===== config.mk =====
export PLATFORM = sky130hd
export DESIGN_NAME = go_encode
export DESIGN_NICKNAME = d
export VERILOG_FILES = /design/src/rtl/go_encode.sv
export SDC_FILE = /design/constraint.sdc
export NUM_CORES = 1
export LEC_CHECK = 0
export ABC_CLOCK_PERIOD_IN_PS = 3450
export BUFFER_PORTS_ARGS = -buffer_cell sky130_fd_sc_hd__buf_2
export CAP_MARGIN = 25
export CORE_MARGIN = 2
export CORE_UTILIZATION = 37
export DETAILED_ROUTE_END_ITERATION = 10
export PLACE_DENSITY_LB_ADDON = 0.12
export RECOVER_POWER = 50
export SYNTH_ARGS = -nofsm -noshare
export SYNTH_HDL_FRONTEND = slang
export SYNTH_SLANG_ARGS = --single-unit

===== constraint.sdc =====
create_clock -name clk -period 3.45 [get_ports clk]
set_clock_uncertainty 0.2 [all_clocks]
set_input_delay 0.8625 -clock clk [delete_from_list [all_inputs] [get_ports clk]]
set_output_delay 0.8625 -clock clk [all_outputs]
set_load 0.1 [all_outputs]

===== src/rtl/go_encode.sv =====
// go_encode: sequential line-detection engine for the tic-tac-toe board.
//
// After a start pulse, the block reads the nine board cells over a read
// port and evaluates all eight lines. It then registers a 10-bit gameover
// vector for the win-line decoder on the display side.
//
// Ports:
//   clk       system clock
//   resetn    synchronous active-low reset
//   start     one-cycle pulse requesting evaluation of the current board
//   clear     synchronous new-game clear of the result (wins over start)
//   rd_addr   board cell address {row[1:0], col[1:0]}
//   rd_data   cell contents: 00 empty, 01 X, 10 O, 11 treated as empty
//   busy      high while a scan/evaluation is in flight, including the done cycle
//   done      one-cycle pulse; gameover updates in the same cycle
//   gameover  [7:0] line flags, [8] winner (0=X, 1=O), [9] game over
//
// Parameter:
//   RD_LATENCY  cycles from rd_addr to valid rd_data (1..3)
module go_encode #(
    parameter int RD_LATENCY = 1
) (
    input  logic       clk,
    input  logic       resetn,
    input  logic       start,
    input  logic       clear,
    output logic [3:0] rd_addr,
    input  logic [1:0] rd_data,
    output logic       busy,
    output logic       done,
    output logic [9:0] gameover
);

    // The scan counter runs from 0 in the first SCAN cycle. Addresses are
    // issued while cnt < 9, and the data for index n comes back at
    // cnt == n + RD_LATENCY. The last capture therefore happens at this
    // count.
    localparam int LAST_CNT = 8 + RD_LATENCY;

    typedef enum logic [1:0] {
        IDLE,
        SCAN,
        EVAL,
        DONE
    } state_t;

    state_t     state;
    state_t     next_state;
    logic [3:0] cnt;
    logic [8:0] x_cells;
    logic [8:0] o_cells;
    logic       cap_valid;
    logic [3:0] cap_idx;
    logic [7:0] x_lines;
    logic [7:0] o_lines;
    logic [9:0] result;

    // Scan index n (row-major over the 3x3 board) to the sparse cell address.
    function automatic logic [3:0] scan_addr(input logic [3:0] idx);
        case (idx)
            4'd0:    return 4'h0;
            4'd1:    return 4'h1;
            4'd2:    return 4'h2;
            4'd3:    return 4'h4;
            4'd4:    return 4'h5;
            4'd5:    return 4'h6;
            4'd6:    return 4'h8;
            4'd7:    return 4'h9;
            4'd8:    return 4'ha;
            default: return 4'h0;
        endcase
    endfunction

    // Line flags for one player's occupancy map. Bit order matches gameover[7:0].
    function automatic logic [7:0] line_hits(input logic [8:0] c);
        logic [7:0] h;
        h[0] = c[0] & c[1] & c[2];
        h[1] = c[3] & c[4] & c[5];
        h[2] = c[6] & c[7] & c[8];
        h[3] = c[0] & c[3] & c[6];
        h[4] = c[1] & c[4] & c[7];
        h[5] = c[2] & c[5] & c[8];
        h[6] = c[0] & c[4] & c[8];
        h[7] = c[2] & c[4] & c[6];
        return h;
    endfunction

    assign cap_valid = (state == SCAN) && (cnt >= 4'(RD_LATENCY));
    assign cap_idx   = cnt - 4'(RD_LATENCY);

    assign busy    = (state != IDLE);
    assign done    = (state == DONE);
    assign rd_addr = ((state == SCAN) && (cnt < 4'd9)) ? scan_addr(cnt) : 4'h0;

    // X takes precedence when both players have lines, which can only
    // happen on an illegal board. Code 11 counts as neither player, so it
    // blocks a line and prevents a draw.
    always_comb begin
        x_lines = line_hits(x_cells);
        o_lines = line_hits(o_cells);
        result  = 10'h000;
        if (|x_lines) begin
            result = {2'b10, x_lines};
        end else if (|o_lines) begin
            result = {2'b11, o_lines};
        end else if (&(x_cells | o_cells)) begin
            result = 10'h200;
        end
    end

    // Next-state logic. clear overrides everything. A latched result
    // (gameover[9]) makes start a no-op until the next clear.
    always_comb begin
        next_state = state;
        if (clear) begin
            next_state = IDLE;
        end else begin
            case (state)
                IDLE: if (start && !gameover[9]) next_state = SCAN;
                SCAN: if (cnt == 4'(LAST_CNT)) next_state = EVAL;
                EVAL: next_state = DONE;
                DONE: next_state = IDLE;
                default: next_state = IDLE;
            endcase
        end
    end

    always_ff @(posedge clk) begin
        if (!resetn) begin
            state    <= IDLE;
            cnt      <= '0;
            x_cells  <= '0;
            o_cells  <= '0;
            gameover <= '0;
        end else begin
            state <= next_state;

            if ((state == SCAN) && !clear) begin
                cnt <= cnt + 4'd1;
            end else begin
                cnt <= '0;
            end

            if (cap_valid && !clear) begin
                x_cells[cap_idx] <= (rd_data == 2'b01);
                o_cells[cap_idx] <= (rd_data == 2'b10);
            end

            if (clear) begin
                gameover <= '0;
            end else if (state == EVAL) begin
                gameover <= result;
            end
        end
    end

endmodule


==> out/summary.txt, run 1 <==
outcome - finished clean
Slowest cell on crit path - buf_2
grt total ovfl - 0
Startpoint Class - register
Design Area, Final - 2260 µm²
Netlist cell types - 37
Period minus WS final - 3110 ps
number of gates resized after CTS - 0
post-synthesis compound-gate area fraction - 17.2%
TritonCTS clock tree - built
number of max-cap violations - 0
htree depth - 2
Setup Crit Path Kind - register to output port
Area growth, synth to finish - 8.32%
clk_lat worst skew - 290 ps
unrepaired setup endpoints after global routing - false
Die ar. - 6260 µm²
largest net degree at the start of global routing - 22
maximum fanout along the worst path - 10
XOR/XNOR share of the synthesized area - 0.838%
part of the Yosys area used for sequential elements - 36.4%
multi-input logic area - 1180 µm²
Slew Viols, Final - 0
GRT Total Usage - 15.1%
Max Buffers Root-to-Sink - 2
initial antenna violation count - 0
Ys Warns - 0
Num CTS Buffers - 5
setup TNS - 0 ps
FFs w/ async S/R, synth - 0%
register area - 761 µm²
global-route wire length before repair - 7470 µm
Critical Path End - rd_addr[1]
Avg Inst Size Synth - 8.82 µm²
final net count - 276
Yosys top cell area share - 36.4%
WL/cell - 13.7 µm
layout cells sized above 1 - 9.84%
Post-CTS Setup Bufs - 0
Post-DRT Antenna Nets - 0
Synth area leaders - dfxtp_1 (36%), ha_1 (9.6%), mux2i_1 (9.1%), nand2_1 (5.2%), nand3_1 (3.1%)
Initial Util - 38.2%
final cell count without fillers - 326
largest family of logic cells by synthesized area - simple AND/OR/NAND/NOR gates
num rows - 27
simple-gate share of the synthesized area - 20.9%
worst setup path start - cnt[0]
cts hold-fix bufs - 0
Pwr Density - 347 nW/µm²
reg2reg end - gameover[5]
Hold Path Stages - 2
HP Class - register to register
Final Hold Violating Endpoints - 0
most frequent cell after synthesis - dfxtp_1
worst stage delay on the critical path - 420 ps
Ports - 22
die extent in x - 79.2 µm
Syn Inst Count - 237
total vias in the final route - 1,671
leakage - 0.850 nW
vias per inst - 5.13
worst r2r src - x_cells[4]
Post-synth EDFFs - 0
Post-DP Area - 2220 µm²
hpwl dp - 3330 µm
post-synthesis mux area share - 9.10%
Die H - 79.2 µm
# setup viols final - 0
#FFs+latches synth - 38
syn_nets - 259
CP cell instances - inv_1 -> ha_1 -> nand2b_1 -> a21boi_1 -> and2_1 -> buf_2
worst hold slack - 280 ps
Inserted Diodes - 0
Residual DRC - 0
f_max - 0.321 GHz
Clock Sinks - 38
Synth top cells by count - dfxtp_1 (38), nand2_1 (29), mux2i_1 (19)
Post-Syn Area - 2090 µm²
number of port buffers - 21
Fill cells - 579
Worst Tran Pin Value - 1170 ps
flop-to-flop setup slack - 1150 ps
Worst IR Drop VDD - 124 µV
number of instances in the placed design - 319
WL final - 4460 µm
DR iter-0 viols - 125
DR pass1 iterations - 4
crit path DAT - 2050 ps
critical path endpoint category - output port
GP Congestion - 0.802
Register-to-Register Path Depth - 5
clock root cell - clkbuf_8
area leader, netlist - dfxtp_1
Critical Path RT - 2390 ps
worst rel slew slack - 22.7%
Clock transition at path regs - 70 ps
Synth Flop Type - dfxtp_1
period utilization - 90.3%
area of the core - 5470 µm²
adder-cell area share of the yosys netlist - 9.58%
vias in the first global route - 1,537
-- critical path: cells and delay by family, from the launching register on --
kind            cells  cell delay, ps
buf+inv             2             570
flops               1             410
compound gates      1             250
fa+ha+maj           1             260
simple gates        2             290
-- logic make-up after synthesis --
family,Yosys count
adders and majority gates,16
and+or+nand+nor,86
xor gates and xnor gates,2
AOI/OAI and AO/OA,50
DFF,38
muxes,19
buffers and inverters,26
-- routing by layer --
metal | global-route usage (%) | vias up | part of all wire (%)
met3 | 3.98 | 10 | 4.9
met2 | 21.8 | 47 | 41
met1 | 21.3 | 752 | 52
li1 | - | 862 | -
met5 | 0 | - | 0
met4 | 5.86 | 0 | 1.9
-- power breakdown --
group | internal [mW] | switching [mW] | leakage (nW)
Sequential | 0.441 | 0.00244 | 0.306
Combinational | 0.0136 | 0.0383 | 0.505
Clock | 0.139 | 0.150 | 0.0383
-- cell type report --
cell class / instances / share of cell area (%)
multi-input combinational: 173 / 52.2
sequential: 38 / 33.6
timing repair buffer: 23 / 4.64
tap: 72 / 3.98
clock buffer: 7 / 3.37
inverter: 13 / 2.16
-- how the worst min path moves through the flow --
stage                      startpoint           to  slack, ps
after floorplan            o_cells[1]   o_cells[1]        270
after global placement    gameover[8]  gameover[8]        260
after detailed placement  gameover[8]  gameover[8]        270
after CTS                 gameover[8]  gameover[8]        280
after global routing      gameover[8]  gameover[8]        330
final                     gameover[8]  gameover[8]        280
-- through the flow --
step                power, mW  util, %  setup WS [ps]
global placement        0.507     40.6            732
floorplan               0.493        -            604
CTS                     0.793     42.0            332
global route            0.817     41.4            162
detailed placement      0.507     40.6            652
finish                  0.784     41.4            335
-- placed cells by master (no fill, tap or decap), types with 2 or more instances in the layout --
master,count
and2_1,5
and3_4,3
nand3_1,13
nand2_1,29
and3_1,4
inv_1,13
a22o_1,4
o21ai_1,4
a22oi_1,3
nand2b_1,3
ha_1,16
nor2b_1,2
nor2_1,12
o22ai_1,4
clkbuf_8,5
dfxtp_1,38
nand4_1,8
o21ai_0,11
mux2i_1,19
xnor2_1,2
nand3b_1,2
nor3_1,2
a21oi_1,6
a21boi_1,2
a31oi_1,9
clkbuf_1,12
buf_2,12
(Power assumes the default switching activity.)
==> inputs of run 2 (changes only) <==
- ABC_AREA: unset -> 0
- PLACE_DENSITY: unset -> 0.55
- PLACE_DENSITY_LB_ADDON: 0.12 -> unset
==> run 2 against run 1 <==
  * Wire length shrank 0.65%
  * Worst setup slack got worse by 16 ps
  * Via count is 2.0% higher
  * Sequential share of layout area is 0.20 points lower
  * Critical endpoint is now rd_addr[2]
  * Non-clock buffer count unchanged
  * Count of clock-buffer cells in the layout unchanged
  * Highest routed layer unchanged
==> out/summary.txt, run 2 (synthesis results as in run 1) <==
initial antenna violation count - 0 (unchanged)
GP Congestion - 0.828 (+3.3%)
reg2reg end - gameover[1]
WL final - 4430 µm (-0.65%)
final net count - 276 (unchanged)
critical path endpoint category - output port
Critical Path End - rd_addr[2]
Inserted Diodes - 0 (unchanged)
Register-to-Register Path Depth - 5 (unchanged)
commonest cells after routing, fill and taps aside - dfxtp_1 (38), nand2_1 (29), mux2i_1 (19), ha_1 (16)
f_max - 0.319 GHz (-0.51%)
Period minus WS final - 3130 ps (+15.9 ps)
Setup Crit Path Kind - register to output port
Startpoint Class - register
DR pass1 iterations - 4 (unchanged)
global-route wire length before repair - 7690 µm (+2.9%)
DR iter-0 viols - 116 (-7.2%)
most common cell after layout, fill and taps aside - dfxtp_1
vias per inst - 5.21 (+1.7%)
Area growth, synth to finish - 8.98%
number of max-cap violations - 0 (unchanged)
WL/cell - 13.5 µm (-0.95%)
outcome - finished clean
HP Class - register to register
Post-DRT Antenna Nets - 0 (unchanged)
Worst IR Drop VDD - 142 µV (+14%)
Ports - 22 (unchanged)
Worst Tran Pin Value - 1170 ps (+6.76 ps)
setup TNS - 0 ps (unchanged)
Final Hold Violating Endpoints - 0 (unchanged)
Die H - 79.2 µm (unchanged)
flop-to-flop setup slack - 1200 ps (+50 ps)
Critical Path RT - 2390 ps (about the same)
layout cells sized above 1 - 10.2% (+0.35 points)
met1 usage - 21.6% (+0.28 points)
cts hold-fix bufs - 0 (unchanged)
Initial Util - 38.2% (unchanged)
worst r2r src - x_cells[4]
hpwl dp - 3330 µm (about the same)
worst rel slew slack - 22.2% (-0.45 points)
GRT met3 Usage - 4.43% (+0.45 points)
Post-CTS Setup Bufs - 0 (unchanged)
total vias in the final route - 1,705 (+2.0%)
Max Buffers Root-to-Sink - 2 (unchanged)
met2 GRT Util - 22.7% (+0.93 points)
clock root cell - clkbuf_8
Hold Path Stages - 2 (unchanged)
Num CTS Buffers - 5 (unchanged)
die extent in x - 79.2 µm (unchanged)
unrepaired setup endpoints after global routing - false
most crowded layer after global routing - met2
num rows - 27 (unchanged)
crit path DAT - 2070 ps (+20 ps)
# setup viols final - 0 (unchanged)
period utilization - 90.7% (+0.46 points)
maximum fanout along the worst path - 10 (unchanged)
Clock transition at path regs - 70 ps (about the same)
clk_lat worst skew - 290 ps (about the same)
TritonCTS clock tree - built
number of gates resized after CTS - 0 (unchanged)
grt total ovfl - 0 (unchanged)
vias in the first global route - 1,592 (+3.6%)
htree depth - 2 (unchanged)
worst setup path start - cnt[0]
Design Area, Final - 2280 µm² (+0.61%)
Fill cells - 565 (-2.4%)
number of port buffers - 21 (unchanged)
Pwr Density - 356 nW/µm² (+2.6%)
leakage - 0.855 nW (+0.65%)
GRT Total Usage - 15.5% (+0.45 points)
Residual DRC - 0 (unchanged)
largest net degree at the start of global routing - 22 (unchanged)
Clock Sinks - 38 (unchanged)
area of the core - 5470 µm² (unchanged)
Slew Viols, Final - 0 (unchanged)
Post-DP Area - 2220 µm² (unchanged)
Die ar. - 6260 µm² (unchanged)
-- run 2: changes by cell type in the layout (fill, tap and decap cells not counted), sizes merged --
cell,before,now
buf,13,12
clkbuf,17,18
clkinv,0,1
-- run 2: final cells by class --
type                       count  area, µm²  area share (%)
multi-input combinational    173       1180            51.9
sequential                    38        761            33.4
timing repair buffer          23        104            4.56
tap                           72       90.1            3.96
clock buffer                   7       86.3            3.79
inverter                      13       48.8            2.14
clock inverter                 1       5.00           0.220
-- run 2: per-layer routing --
layer  routed length (µm)  vias up
met5                    0        -
met4                   85        0
met3                  245        9
met2                 1860       42
met1                 2240      787
li1                     -      867
-- run 2: worst min path at each step --
| stage | startpoint | end | slack (ps) |
|---|---|---|---|
| floorplan | o_cells[1] | o_cells[1] | 270 |
| global placement | gameover[8] | gameover[8] | 260 |
| detailed placement | gameover[8] | gameover[8] | 260 |
| CTS | gameover[8] | gameover[8] | 270 |
| global route | gameover[8] | gameover[8] | 300 |
| finish | gameover[8] | gameover[8] | 270 |
-- run 2: through the flow --
step | hold slack, ps | util [%] | worst slack [ps] | total power, mW | std cells
2_1_floorplan | 269 | - | 604 | 0.493 | 237
3_3_place_gp | 260 | 40.6 | 735 | 0.507 | 319
3_5_place_dp | 262 | 40.6 | 636 | 0.507 | 319
4_1_cts | 274 | 42.3 | 312 | 0.822 | 327
5_1_grt | 304 | 41.6 | 131 | 0.851 | 327
6_report | 274 | 41.6 | 319 | 0.810 | 327
-- run 2: power by group --
| group | switching [mW] | internal, mW |
|---|---|---|
| registers | 0.00242 | 0.441 |
| clock network | 0.153 | 0.161 |
| logic | 0.0387 | 0.0137 |
| total | 0.194 | 0.616 |
-- run 2: critical path: stages, from the launching register on --
cell      delay [ps]
dfxtp_1          400
inv_1            140
ha_1             260
nand2b_1         130
a21boi_1         260
and2_1           160
buf_2            420
